File: config.mk
export PLATFORM = sky130hd
export DESIGN_NAME = npc_gpr_wb_ctrl_flat
export DESIGN_NICKNAME = d
export VERILOG_FILES = /design/src/rtl/npc_gpr_wb_ctrl_if.sv /design/src/rtl/npc_gpr_wb_ctrl.sv /design/src/flat_wrapper.sv
export SDC_FILE = /design/constraint.sdc
export NUM_CORES = 1
export LEC_CHECK = 0
export BUFFER_PORTS_ARGS = -buffer_cell sky130_fd_sc_hd__buf_2
export CORE_MARGIN = 1
export CORE_UTILIZATION = 38
export DETAILED_ROUTE_END_ITERATION = 8
export MAX_ROUTING_LAYER = met4
export PLACE_DENSITY = 0.68
export SYNTH_ARGS = -nofsm -noshare
export SYNTH_HDL_FRONTEND = slang
export SYNTH_SLANG_ARGS = --single-unit
export TNS_END_PERCENT = 5
File: constraint.sdc
create_clock -name clk -period 2.45 [get_ports clk]
set_input_delay 0.1225 -clock clk [delete_from_list [all_inputs] [get_ports clk]]
set_output_delay 0.1225 -clock clk [all_outputs]
set_load 0.01 [all_outputs]
File: src/rtl/npc_gpr_wb_ctrl_if.sv
// Writeback request channel into the GPR write-port controller.
// A source holds valid/rd/data stable until it samples ready high.
interface npc_gpr_wb_ctrl_if #(
    parameter int XLEN = 32,
    parameter int AW   = 5
);
    logic            valid;
    logic            ready;
    logic [AW-1:0]   rd;
    logic [XLEN-1:0] data;

    modport master (output valid, output rd, output data, input ready);
    modport slave  (input valid, input rd, input data, output ready);
endinterface

File: src/rtl/npc_gpr_wb_ctrl.sv
// GPR write-port arbiter (EXU vs LSU, round-robin on ties), registered write
// toward the register file, and the pending-write scoreboard driving issue stalls.
module npc_gpr_wb_ctrl #(
    parameter int XLEN = 32,
    parameter int AW   = 5
) (
    input  logic                 clk,
    input  logic                 rst,
    npc_gpr_wb_ctrl_if.slave     exu_wb,
    npc_gpr_wb_ctrl_if.slave     lsu_wb,
    input  logic                 iss_valid,
    input  logic [AW-1:0]        iss_rd,
    input  logic [AW-1:0]        iss_rs1,
    input  logic [AW-1:0]        iss_rs2,
    output logic                 iss_stall,
    output logic                 gpr_wen,
    output logic [AW-1:0]        gpr_waddr,
    output logic [XLEN-1:0]      gpr_wdata,
    output logic [(1<<AW)-1:0]   busy_vec,
    output logic                 sb_err
);
    localparam int NREG = 1 << AW;

    typedef enum logic {
        SRC_EXU = 1'b0,
        SRC_LSU = 1'b1
    } src_e;

    src_e            last_grant;
    logic            acc;
    src_e            acc_src;
    logic [AW-1:0]   acc_rd;
    logic [XLEN-1:0] acc_data;
    logic            rs1_hit;
    logic            rs2_hit;
    logic            rd_hit;
    logic            iss_fire;
    logic            commit_err;
    logic [NREG-1:0] busy_next;

    // Ready is withheld during reset so nothing can be accepted and then lost.
    always_comb begin
        // NOTE: every signal assigned in always_comb gets a default first; a path
        // that leaves one unassigned would infer a latch.
        exu_wb.ready = 1'b0;
        lsu_wb.ready = 1'b0;
        if (rst) begin
            if (exu_wb.valid && (!lsu_wb.valid || last_grant == SRC_LSU)) begin
                exu_wb.ready = 1'b1;
            end else if (lsu_wb.valid) begin
                lsu_wb.ready = 1'b1;
            end
        end
    end

    assign acc      = exu_wb.ready | lsu_wb.ready;
    assign acc_src  = exu_wb.ready ? SRC_EXU : SRC_LSU;
    assign acc_rd   = exu_wb.ready ? exu_wb.rd   : lsu_wb.rd;
    assign acc_data = exu_wb.ready ? exu_wb.data : lsu_wb.data;

    // Index 0 never names a real destination or dependency.
    assign rs1_hit   = (iss_rs1 != '0) && busy_vec[iss_rs1];
    assign rs2_hit   = (iss_rs2 != '0) && busy_vec[iss_rs2];
    assign rd_hit    = (iss_rd  != '0) && busy_vec[iss_rd];
    assign iss_stall = rst && iss_valid && (rs1_hit || rs2_hit || rd_hit);
    assign iss_fire  = iss_valid && !iss_stall && (iss_rd != '0);

    assign commit_err = gpr_wen && !busy_vec[gpr_waddr];

    // Clear on commit, then set on issue so a same-index set wins.
    always_comb begin
        busy_next = busy_vec;
        if (gpr_wen) begin
            busy_next[gpr_waddr] = 1'b0;
        end
        if (iss_fire) begin
            busy_next[iss_rd] = 1'b1;
        end
        busy_next[0] = 1'b0;
    end

    always_ff @(posedge clk or negedge rst) begin
        if (!rst) begin
            last_grant <= SRC_LSU;
            gpr_wen    <= 1'b0;
            gpr_waddr  <= '0;
            gpr_wdata  <= '0;
            busy_vec   <= '0;
            sb_err     <= 1'b0;
        end else begin
            // NOTE: sequential state uses non-blocking assignments so every flop
            // samples pre-edge values regardless of statement order.
            busy_vec <= busy_next;
            gpr_wen  <= acc && (acc_rd != '0);
            if (acc) begin
                last_grant <= acc_src;
            end
            // Address/data hold across idle cycles and x0 writes.
            if (acc && (acc_rd != '0)) begin
                gpr_waddr <= acc_rd;
                gpr_wdata <= acc_data;
            end
            if (commit_err) begin
                sb_err <= 1'b1;
            end
        end
    end
endmodule

File: src/flat_wrapper.sv
// flat-port wrapper written by rule: the top's interface ports become plain ports
module npc_gpr_wb_ctrl_flat 
#(
    parameter int XLEN = 32,
    parameter int AW   = 5
)
  (clk, rst, iss_valid, iss_rd, iss_rs1, iss_rs2, iss_stall, gpr_wen, gpr_waddr, gpr_wdata, busy_vec, sb_err, exu_wb_valid, exu_wb_rd, exu_wb_data, exu_wb_ready, lsu_wb_valid, lsu_wb_rd, lsu_wb_data, lsu_wb_ready);
  npc_gpr_wb_ctrl_if #(.XLEN(XLEN), .AW(AW)) exu_wb_i ();
  npc_gpr_wb_ctrl_if #(.XLEN(XLEN), .AW(AW)) lsu_wb_i ();
  input  logic clk;
  input  logic rst;
  input  logic iss_valid;
  input  logic [AW-1:0] iss_rd;
  input  logic [AW-1:0] iss_rs1;
  input  logic [AW-1:0] iss_rs2;
  output logic iss_stall;
  output logic gpr_wen;
  output logic [AW-1:0] gpr_waddr;
  output logic [XLEN-1:0] gpr_wdata;
  output logic [(1<<AW)-1:0] busy_vec;
  output logic sb_err;
  input wire logic [$bits(exu_wb_i.valid)-1:0] exu_wb_valid;
  input wire logic [$bits(exu_wb_i.rd)-1:0] exu_wb_rd;
  input wire logic [$bits(exu_wb_i.data)-1:0] exu_wb_data;
  output wire logic [$bits(exu_wb_i.ready)-1:0] exu_wb_ready;
  input wire logic [$bits(lsu_wb_i.valid)-1:0] lsu_wb_valid;
  input wire logic [$bits(lsu_wb_i.rd)-1:0] lsu_wb_rd;
  input wire logic [$bits(lsu_wb_i.data)-1:0] lsu_wb_data;
  output wire logic [$bits(lsu_wb_i.ready)-1:0] lsu_wb_ready;
  assign exu_wb_i.valid = exu_wb_valid;
  assign exu_wb_i.rd = exu_wb_rd;
  assign exu_wb_i.data = exu_wb_data;
  assign exu_wb_ready = exu_wb_i.ready;
  assign lsu_wb_i.valid = lsu_wb_valid;
  assign lsu_wb_i.rd = lsu_wb_rd;
  assign lsu_wb_i.data = lsu_wb_data;
  assign lsu_wb_ready = lsu_wb_i.ready;
  npc_gpr_wb_ctrl #(.XLEN(XLEN), .AW(AW)) u_core (.clk(clk), .rst(rst), .exu_wb(exu_wb_i), .lsu_wb(lsu_wb_i), .iss_valid(iss_valid), .iss_rd(iss_rd), .iss_rs1(iss_rs1), .iss_rs2(iss_rs2), .iss_stall(iss_stall), .gpr_wen(gpr_wen), .gpr_waddr(gpr_waddr), .gpr_wdata(gpr_wdata), .busy_vec(busy_vec), .sb_err(sb_err));
endmodule
Yosys cells after proc, flatten, opt, wreduce, memory -nomap -nowiden
Index checks and enable logic that the tools add are counted.
{ "op_classes": {"n_bitwise": 4, "muxes": 22, "magnitude_cmp": 6, "reduce_logical": 22} }
{ "ops": {"columns": ["op", "count"], "rows": [
  ["32-bit two-way mux", 3],
  ["32-bit bitwise AND", 1],
  ["32-bit NOT", 1],
  ["32-bit OR", 1],
  ["5-bit by 6-bit < comparator with 1-bit output (second input constant)", 4],
  ["1-bit binary-select mux with 5-bit select", 4],
  ["5-bit nonzero test", 4],
  ["1-bit logical AND", 12],
  ["1-bit two-way mux", 12],
  ["1-bit demux with 5-bit select", 2],
  ["5-bit by 1-bit greater-or-equal comparator with 1-bit output (second input constant)", 2],
  ["5-bit two-way mux", 1],
  ["1-bit logical NOT", 3],
  ["1-bit logical OR", 3],
  ["1-bit OR", 1]
]} }
{ "word_totals": {"reg_bits": 71, "in_bits": 94, "wordCells": 60, "output_inout_bits": 74} }

Longest topological paths before layout
{ "depth": {"word_depth": 10, "mapped_depth": 9, "ltp_nobuf": 6} }

Worst setup path after synthesis
Ideal clock, no wire load.
{ "synth_timing": {"path_kind": "reg2reg", "start": "reg u_core.busy_vec[23]", "end": "reg u_core.busy_vec[16]", "t_required_ps": 2376, "setup_slack_ps": 349, "setup_ps": 74, "arrival_ps": 2027, "path_stages_with_launch": 8, "path_buffers": 1, "synth_period_minus_slack_ps": 2101, "cell_sequence": "dfrtp_1 mux4_2 a22o_1 a211oi_1 o2111a_1 a41oi_2 buf_6 o21ai_2"} }
{ "synth_via": {"elab_chain_len": 10, "word_cells_on_any_way": 16, "cone_classes": "mux (7); reduce/logical (9)"} }
{ "synth_lines": {"columns": ["item", "line", "rtl"], "rows": [
  ["start, declared", "npc_gpr_wb_ctrl.sv:19", "output logic [(1<<AW)-1:0] busy_vec,"],
  ["start signal, assigned", "npc_gpr_wb_ctrl.sv:93", "busy_vec <= busy_next;"],
  ["1-bit binary-select mux with 5-bit select (on tied branches)", "npc_gpr_wb_ctrl.sv:62, npc_gpr_wb_ctrl.sv:63", null],
  ["1-bit two-way mux (on tied branches)", "npc_gpr_wb_ctrl.sv:62, npc_gpr_wb_ctrl.sv:63", null],
  ["1-bit logical AND (on tied branches)", "npc_gpr_wb_ctrl.sv:62, npc_gpr_wb_ctrl.sv:63", null],
  ["1-bit logical OR", "npc_gpr_wb_ctrl.sv:65", "assign iss_stall = rst && iss_valid && (rs1_hit || rs2_hit || rd_hit);"],
  ["1-bit logical OR (*)", "npc_gpr_wb_ctrl.sv:65", null],
  ["1-bit logical AND (*)", "npc_gpr_wb_ctrl.sv:65", null],
  ["1-bit logical NOT (*)", "npc_gpr_wb_ctrl.sv:66", "assign iss_fire = iss_valid && !iss_stall && (iss_rd != '0);"],
  ["1-bit logical AND (*) (2 in a row)", "npc_gpr_wb_ctrl.sv:66", null],
  ["32-bit two-way mux (*)", "npc_gpr_wb_ctrl.sv:76", "if (iss_fire) begin"],
  ["via u_core.busy_next[16]", "npc_gpr_wb_ctrl.sv:39", "logic [NREG-1:0] busy_next;"]
]} }
The timed path passes the listed nets; every way through them passes the cells marked *. The select of a mux whose other input is x is not followed.
A chain may end at the register's enable or synchronous reset.

Worst setup path in the final report
{ "layout_timing": {"start": "reg u_core.busy_vec[27]", "end": "out iss_stall"} }
{ "layout_via": {"elab_chain_len": 6, "word_cells_on_any_way": 12, "cone_classes": "mux (6); reduce/logical (6)"} }
{ "layout_lines": {"columns": ["item", "line", "rtl"], "rows": [
  ["1-bit binary-select mux with 5-bit select (on tied branches)", "npc_gpr_wb_ctrl.sv:62, npc_gpr_wb_ctrl.sv:63", null],
  ["1-bit two-way mux (on tied branches)", "npc_gpr_wb_ctrl.sv:62, npc_gpr_wb_ctrl.sv:63", null],
  ["1-bit logical AND (on tied branches)", "npc_gpr_wb_ctrl.sv:62, npc_gpr_wb_ctrl.sv:63", null],
  ["1-bit logical OR", "npc_gpr_wb_ctrl.sv:65", null],
  ["1-bit logical OR (*)", "npc_gpr_wb_ctrl.sv:65", null],
  ["1-bit logical AND (*)", "npc_gpr_wb_ctrl.sv:65", null],
  ["end, declared", "flat_wrapper.sv:16", "output logic iss_stall;"]
]} }
Every way passes the cells marked *; elsewhere a longest branch is shown, timed or not. The select of a mux whose other input is x is not followed.

==> out/results.ini <==
[run_status]
status=completed

[synthesis]
seq_area_frac_synth_pct=39.49
synth_flop_cell=dfrtp_1
syn_inst=446
syn_nets=540
yosysWarnings=0
ys_types=51
netlist_area_sq_um=4502
synth_edf_count=0
synth_area_per_cell_sq_um=10.09
async_flop_share_pct=100.0
ys_ff_latch=71

[cts]
cts_tree=built
path_clk_slew_ps=60
cts_buffer_depth=2
clk-insertion-delay-late_ps=330
htree_levels=3
root_buffer=clkbuf_16
cts_inserted_buffers=9
numClockSinks=71

[routing]
drc=0
first_pass_iters=5
first_iter_violations=328
wl_mm=14.50
wire_per_inst_um=19.05
viasPerCell=5.788
ant_nets=0
via_count=4405

[timing]
worst_pin_slew_ps=880.9
slew_violations=0
fin_tns_setup_ps=0
setup_viol=0
slew_headroom_pct=41.27
timing.final.ws_setup_ps=53.27
fin_crit_sh_pct=97.83
period_needed_ps=2397
skew_ps=3.736
fmax_mhz=417.2
rsz0062_at_grt=yes
hold_viol_final=0
hold_ws_ps=84.30

[place]
hpwlAfterDp_mm=10.60
dp_slack_ps=46.45
portBuffers=166
gp_congestion=0.9625

[floorplan]
num_rows=39
coreArea_sq_um=11470
start_util_pct=39.26
io_pins=168
die_h_um=110.8
die_area_sq_um=12290
fp.dieW_um=110.8

[power]
p_leak_uw=0.002438
ir_drop_mv=0.4130
p_total_uw=5574
power_density_nw_per_um2=949.2

[worst_setup_path]
crit_arrival_ps=2270
startpoint_type=flop
r2r-start=u_core.busy_vec[27]
crit_type=flop to output port
r2r_slack_ps=110
startpoint=u_core.busy_vec[27]
critPathMaxFanout=6
worstPathRequired_ps=2330
critPathCaptureType=output port

[global_route]
overflow=0
grt_pass1_vias=4539
grt_antenna_before_repair=0
grt_pass1_wl_mm=23.67
grt_max_degree=61
grt_usage_pct=25.24

[worst_hold_path]
min_path_type=primary input to flop
worstHoldStart=lsu_wb_data[10]

[cells_and_area]
drive_above_1_share_pct=45.15
multiInputGateArea_sq_um=2592
final_common_cell=buf_2
fill_cells=1036
diodes=0
syn2layout_area_growth_pct=30.43
regArea_sq_um=1787
final_util_pct=51.21
final_cell_mix=buf_2 (165), dfrtp_1 (63), nand2_1 (45), nor2_1 (45), mux2i_1 (42)
nets=707

[run]
max-cap-violations=0

critical path: stages (launching register included):
cell and delay, ps:
dfrtp_1 430, mux4_2 520, a22o_1 250, a211oi_2 190
o2111a_2 280, a31oi_1 110, buf_2 170
per-stage QoR:
step / cells / cell area (sq um)
floorplan: 446 / 4502
global placement: 741 / 5544
detailed placement: 741 / 5544
CTS: 758 / 5831
global route: 761 / 5872
finish: 761 / 5872
cell usage after synthesis, drive strengths merged, types with 2 or more instances:
| cell | n | area (sq um) |
|---|---|---|
| a21oi | 42 | 210.2 |
| nor3 | 3 | 15.01 |
| mux2i | 42 | 420.4 |
| o211ai | 2 | 15.01 |
| or3b | 3 | 26.28 |
| buf | 20 | 121.4 |
| clkbuf | 12 | 45.04 |
| mux4 | 22 | 510.5 |
| nand2 | 45 | 168.9 |
| dfrtp | 70 | 1752 |
| and2 | 2 | 12.51 |
| nand3 | 2 | 10.01 |
| nand2b | 2 | 12.51 |
| nand3b | 5 | 37.54 |
| nor2b | 7 | 43.79 |
| a221oi | 3 | 26.28 |
| a31oi | 2 | 12.51 |
| inv | 5 | 18.77 |
| nor2 | 45 | 168.9 |
| mux2 | 12 | 135.1 |
| or3 | 2 | 12.51 |
| nor3b | 4 | 30.03 |
| o21ai | 66 | 442.9 |
| or4 | 2 | 15.01 |
| a22o | 2 | 17.52 |
| a211oi | 2 | 15.01 |
| and3b | 4 | 35.03 |
state kept, by name (all words and copies together) (netlist names):
name and count:
u_core.sb_err 1, u_core.gpr_wen 1, u_core.busy_vec 31, u_core.last_grant 1
u_core.gpr_waddr 5, u_core.gpr_wdata 32
where the power goes:
part           switching [uW]  internal, uW
registers                 532          1550
clock network             484           708
logic                    1130          1160
what timing repair did:
item	4_1_cts	5_1_grt
endpoints found under the setup margin	1	3
cloned	0	0
buffers inserted	0	3
pin swaps	0	3
hold buffers	1	0
hold endpoints to repair	13	0
gates resized for setup	2	9
path summary, 6_finish.rpt:
kind | cells after the start | to
worst min register to register | 2 | u_core.last_grant
worst min-delay path | 3 | u_core.gpr_wdata[10]
max in group asynchronous | 3 | u_core.busy_vec[21]
worst max-delay path | 6 | iss_stall
min in group asynchronous | 2 | u_core.gpr_wdata[22]
worst max register to register | 7 | u_core.busy_vec[31]
layout make-up:
type | instances | share of cell area, %
clock buffers | 12 | 4.198
multi-input cells | 338 | 44.15
well taps | 143 | 3.047
clock inverters | 4 | 0.3836
inverters | 5 | 0.3196
repair buffers | 188 | 17.47
flip-flops and latches | 71 | 30.43
kinds of logic after synthesis:
group,share of synthesized area [%]
AO/OA/AOI/OAI,18.93
flip-flops,39.49
AND/OR/NAND/NOR,13.70
other,0.08330
multiplexers,23.68
buffers and inverters,4.113
per-layer routing:
| metal | share of wire, % | GRT usage [%] | vias up |
|---|---|---|---|
| met5 | 0 | - | - |
| met1 | 41 | 32.99 | 2068 |
| met4 | 2.9 | 11.29 | 0 |
| li1 | - | - | 1978 |
| met2 | 46 | 38.26 | 318 |
| met3 | 10 | 4.702 | 41 |
Power figures use the tool's default switching activity.
